===== config.mk =====
export PLATFORM = sky130hd
export DESIGN_NAME = data_mem_arbiter
export DESIGN_NICKNAME = d
export VERILOG_FILES = /design/src/rtl/dmem_pkg.sv /design/src/rtl/rr_arb2.sv /design/src/rtl/data_mem_arbiter.sv
export SDC_FILE = /design/constraint.sdc
export NUM_CORES = 1
export LEC_CHECK = 0
export ABC_AREA = 1
export CORE_MARGIN = 2
export CORE_UTILIZATION = 43
export DETAILED_ROUTE_END_ITERATION = 10
export PLACE_DENSITY_LB_ADDON = 0.3
export SLEW_MARGIN = 20
export SYNTH_ARGS = -nofsm -noshare
export SYNTH_HDL_FRONTEND = slang
export SYNTH_SLANG_ARGS = --single-unit
export TNS_END_PERCENT = 10

===== constraint.sdc =====
create_clock -name clk -period 2.3 [get_ports clk]
set_input_delay 0.575 -clock clk [delete_from_list [all_inputs] [get_ports clk]]
set_output_delay 0.575 -clock clk [all_outputs]
set_load 0.005 [all_outputs]

===== src/rtl/dmem_pkg.sv =====
// Shared types and default sizes for the two-port data memory arbiter.
package dmem_pkg;
  localparam int DATA_W_DEF    = 8;
  localparam int ADDR_W_DEF    = 8;
  localparam int MEM_DEPTH_DEF = 10;

  localparam logic PORT_CPU = 1'b0;
  localparam logic PORT_DBG = 1'b1;

  typedef enum logic [1:0] {
    IDLE   = 2'd0,
    ACCESS = 2'd1,
    RESP   = 2'd2
  } state_t;
endpackage


===== src/rtl/rr_arb2.sv =====
// Combinational two-way round-robin pick; on a tie the port not granted last wins.
module rr_arb2
  import dmem_pkg::*;
(
  input  logic req0,
  input  logic req1,
  input  logic last_grant,
  output logic grant,
  output logic valid
);
  always_comb begin
    valid = req0 | req1;
    grant = PORT_CPU;
    if (req0 && req1) begin
      grant = ~last_grant;
    end else if (req1) begin
      grant = PORT_DBG;
    end
  end
endmodule


===== src/rtl/data_mem_arbiter.sv =====
// Round-robin arbiter/sequencer sharing one data memory port between the CPU
// load/store unit (port 0) and the debug loader (port 1); 3 cycles per access.
module data_mem_arbiter
  import dmem_pkg::*;
#(
  parameter int DATA_W    = DATA_W_DEF,
  parameter int ADDR_W    = ADDR_W_DEF,
  parameter int MEM_DEPTH = MEM_DEPTH_DEF
) (
  input  logic              clk,
  input  logic              reset,
  input  logic              req0,
  input  logic              req1,
  input  logic              we0,
  input  logic              we1,
  input  logic [ADDR_W-1:0] addr0,
  input  logic [ADDR_W-1:0] addr1,
  input  logic [DATA_W-1:0] wdata0,
  input  logic [DATA_W-1:0] wdata1,
  output logic              ack0,
  output logic              ack1,
  output logic [DATA_W-1:0] rdata0,
  output logic [DATA_W-1:0] rdata1,
  output logic              err0,
  output logic              err1,
  output logic [ADDR_W-1:0] mem_address,
  output logic [DATA_W-1:0] mem_writeData,
  output logic              mem_read,
  output logic              mem_write,
  input  logic [DATA_W-1:0] mem_readData
);
  // Handshake: reqN/weN/addrN/wdataN are held by the requester until ackN pulses
  // for one cycle; reqN must be low in the cycle after ackN or it counts as new.

  state_t state, state_next;

  logic              grant, grant_valid;
  logic              port_q, we_q, oor_q, last_grant;
  logic              sel_we, sel_oor;
  logic [ADDR_W-1:0] sel_addr;
  logic [DATA_W-1:0] sel_wdata;

  rr_arb2 u_arb (
    .req0       (req0),
    .req1       (req1),
    .last_grant (last_grant),
    .grant      (grant),
    .valid      (grant_valid)
  );

  always_comb begin
    sel_we    = (grant == PORT_DBG) ? we1 : we0;
    sel_addr  = (grant == PORT_DBG) ? addr1 : addr0;
    sel_wdata = (grant == PORT_DBG) ? wdata1 : wdata0;
    // One extra bit so a depth equal to 2**ADDR_W still compares correctly.
    sel_oor   = {1'b0, sel_addr} >= (ADDR_W + 1)'(MEM_DEPTH);
  end

  always_comb begin
    state_next = state;
    unique case (state)
      IDLE:    if (grant_valid) state_next = ACCESS;
      ACCESS:  state_next = RESP;
      RESP:    state_next = IDLE;
      default: state_next = IDLE;
    endcase
  end

  always_ff @(posedge clk) begin
    if (reset) state <= IDLE;
    else       state <= state_next;
  end

  // Strobes are set on the IDLE->ACCESS edge and acks on the ACCESS->RESP edge,
  // so every output is a plain register with a one-cycle default of 0.
  always_ff @(posedge clk) begin
    if (reset) begin
      port_q        <= PORT_CPU;
      we_q          <= 1'b0;
      oor_q         <= 1'b0;
      last_grant    <= PORT_DBG;
      mem_address   <= '0;
      mem_writeData <= '0;
      mem_read      <= 1'b0;
      mem_write     <= 1'b0;
      ack0          <= 1'b0;
      ack1          <= 1'b0;
      err0          <= 1'b0;
      err1          <= 1'b0;
      rdata0        <= '0;
      rdata1        <= '0;
    end else begin
      mem_read  <= 1'b0;
      mem_write <= 1'b0;
      ack0      <= 1'b0;
      ack1      <= 1'b0;
      err0      <= 1'b0;
      err1      <= 1'b0;
      unique case (state)
        IDLE: begin
          if (grant_valid) begin
            port_q        <= grant;
            we_q          <= sel_we;
            oor_q         <= sel_oor;
            last_grant    <= grant;
            mem_address   <= sel_addr;
            mem_writeData <= sel_wdata;
            mem_read      <= !sel_we && !sel_oor;
            mem_write     <= sel_we && !sel_oor;
          end
        end
        ACCESS: begin
          if (port_q == PORT_DBG) begin
            ack1 <= 1'b1;
            err1 <= oor_q;
            if (!oor_q && !we_q) rdata1 <= mem_readData;
          end else begin
            ack0 <= 1'b1;
            err0 <= oor_q;
            if (!oor_q && !we_q) rdata0 <= mem_readData;
          end
        end
        default: ;
      endcase
    end
  end
endmodule


==> impl_metrics.env <==
export IMPL_syn_inst=227
export IMPL_dp_hpwl_microns=3138
export IMPL_post_cts_buffers=0
export IMPL_setup_violations=0
export IMPL_place_congestion=0.8211
export IMPL_grt_ovfl_total=0
export IMPL_critPathMaxStageDelay_ns=0.69
export IMPL_fin_cells=361
export IMPL_setup_worst_path_end_class="flip-flop"
export IMPL_start_util_pct=44.20
export IMPL_fin_nets=358
export IMPL_die_y_microns=67.90
export IMPL_die_area_sq_mm=0.004610
export IMPL_post_place_ws_ns=0.1420
export IMPL_rows=23
export IMPL_wl_per_cell_microns=11.52
export IMPL_drc_errors=0
export IMPL_rsz0062_at_grt="no"
export IMPL_cp_arrival_ns=2.12
export IMPL_fin_crit_sh_pct=81.86
export IMPL_cts_tree="built"
export IMPL_slew_headroom_pct=75.09
export IMPL_post_drt_via_cell_ratio=4.668
export IMPL_drive_above_1_share_pct=6.431
export IMPL_fmax_mhz=531.2
export IMPL_io_buffers=83
export IMPL_drt_initial_drc_count=86
export IMPL_placedCellCount=355
export IMPL_hold_viol=0
export IMPL_synth_nets=273
export IMPL_cp_data_required_time_ns=2.54
export IMPL_clockRootBuffer="clkbuf_8"
export IMPL_syn_area_sq_mm=0.001755
export IMPL_areaGrowthSynthToFinish_pct=53.24
export IMPL_path_cells="clkdlybuf4s50_1, nand2_4, inv_2, nand2_1, nand2_1, nand2_1, nand2_1, nand2_1, nand2_1"
export IMPL_tns_ns=0
export IMPL_grt_max_degree=19
export IMPL_fin_area_sq_mm=0.002690
export IMPL_placed_cell_area_sq_mm=0.002591
export IMPL_yosysSeqAreaShare_pct=50.18
export IMPL_clock_sinks=44
export IMPL_ant_nets=0
export IMPL_hold_class="reg -> reg"
export IMPL_routed_wirelength_microns=4160
export IMPL_drv_cap=0
export IMPL_yosysWarningCount=0
export IMPL_antenna_found_initial=0
export IMPL_setup_ws_ns=0.4173
export IMPL_slew_violations=0
export IMPL_power_density_mw_per_mm2=650.2
export IMPL_worstMarginPinSlew_ns=0.3724
export IMPL_final_core_util_pct=67.74
export IMPL_p_leak_nw=1.133
export IMPL_clock_skew_ns=0.005761
export IMPL_grt_usage_pct=18.55
export IMPL_ys_ff_latch=44
export IMPL_synth_distinct_cells=24
export IMPL_whs_ns=0.4598
export IMPL_design_core_area_sq_mm=0.003971
export IMPL_cp_slowest_cell="clkdlybuf4s50_1"
export IMPL_fin_total_pwr_mw=1.749
export IMPL_grt_pass1_vias=1437
export IMPL_grt_pass1_wl_microns=6403
export IMPL_ir_drop_mv=0.3857
export IMPL_cts_resized=0
export IMPL_io_pins=84
export IMPL_cp_common_cell="nand2_1"
export IMPL_cp_start_kind="input pin"
export IMPL_clk_path_buf_depth=2
export IMPL_worst_path_max_fanout=18
export IMPL_holdBufCountCts=0
export IMPL_cts_buffers=5
export IMPL_firstDrtPassIters=4
export IMPL_period_needed_ns=1.883
export IMPL_vias=1685
export IMPL_clk_latency_ns=0.29
export IMPL_h_tree_depth=2
export IMPL_syn_area_per_cell_sq_um=7.733
export IMPL_status="complete, no violations"
export IMPL_crit_type="in -> reg"
export IMPL_die_w_microns=67.90
export IMPL_path_clk_slew_ns=0.08
export IMPL_diodes=0
==> worst paths after layout <==
check	from	end	slack [ns]	cells past startpoint
hold reg to reg	mem_address[7]	mem_address[7]	0.46	2
setup / recovery	req1	oor_q	0.42	9
hold / removal	mem_address[7]	mem_address[7]	0.46	2
setup reg to reg	state[0]	rdata0[5]	0.88	7
==> cells in the final DEF, fill, tap and decap left out <==
cell and n:
clkbuf_8 5, o21ai_2 1, bufinv_16 1, inv_1 14
nand3b_1 5, dfxtp_1 44, clkdlybuf4s50_1 83, nand2_1 50
nor3_1 2, nor4_1 1, nor2_4 3, nor3_4 1
a21oi_1 1, o21ai_0 28, nand2_4 2, a22o_1 1
inv_2 4, buf_4 1, nand3_1 3, nor2_1 48
o21ai_1 11, inv_6 1, nand2_2 1
==> layout make-up <==
| cell class | instances | area, sq um |
|---|---|---|
| clock buffer | 5 | 68.82 |
| clock inverter | 1 | 30.03 |
| fill | 345 | 1281 |
| inverter | 19 | 76.32 |
| multi-input combinational | 158 | 733.2 |
| sequential | 44 | 880.8 |
| tap | 50 | 62.56 |
| timing repair buffer | 84 | 838.3 |
==> synthesized netlist by cell type <==
master	n	area [sq um]
a21oi_1	1	5.000
a22o_1	1	8.760
buf_12	1	20.02
buf_6	2	22.52
clkbuf_1	1	3.750
clkbuf_2	1	5.000
clkbuf_8	1	13.76
dfxtp_1	44	880.8
inv_1	14	52.55
inv_2	4	15.01
inv_6	1	8.760
nand2_1	50	187.7
nand2_2	1	6.260
nand2_4	2	22.52
nand3_1	3	15.01
nand3b_1	5	37.54
nor2_1	48	180.2
nor2_4	3	33.78
nor3_1	2	10.01
nor3_4	1	16.27
nor4_1	1	6.260
o21ai_0	28	140.1
o21ai_1	11	55.05
o21ai_2	1	8.760
==> worst max-delay path, delay by kind of cell <==
family	cells	cell delay [ns]
buf+inv	2	0.90
simple gates	7	0.63
==> kinds of logic after synthesis <==
group	count (synthesis)	synth area share, %
AOI/OAI and AO/OA	42	12.40
buffers and inverters	25	8.053
DFF	44	50.18
and+or+nand+nor	116	29.37
==> power breakdown <==
group / switching [mW] / total [mW] / internal, mW
Sequential: 0.0308 / 0.852 / 0.821
Combinational: 0.151 / 0.345 / 0.195
Clock: 0.241 / 0.552 / 0.312
==> sequential cells by signal, indices dropped and copies added (netlist names) <==
signal,flops
mem_address,8
err1,1
oor_q,1
rdata0,8
mem_write,1
state,2
ack0,1
mem_writeData,8
ack1,1
mem_read,1
we_q,1
rdata1,8
last_grant,1
port_q,1
err0,1
==> metal layers <==
layer  up-vias  GRT usage [%]  share of wire, %
met3         8          3.947               3.9
met4         0          7.500               1.5
met2        39          30.51                49
li1        887              -                 -
met5         -              0                 0
met1       751          23.69                46
Power figures use the tool's default switching activity.
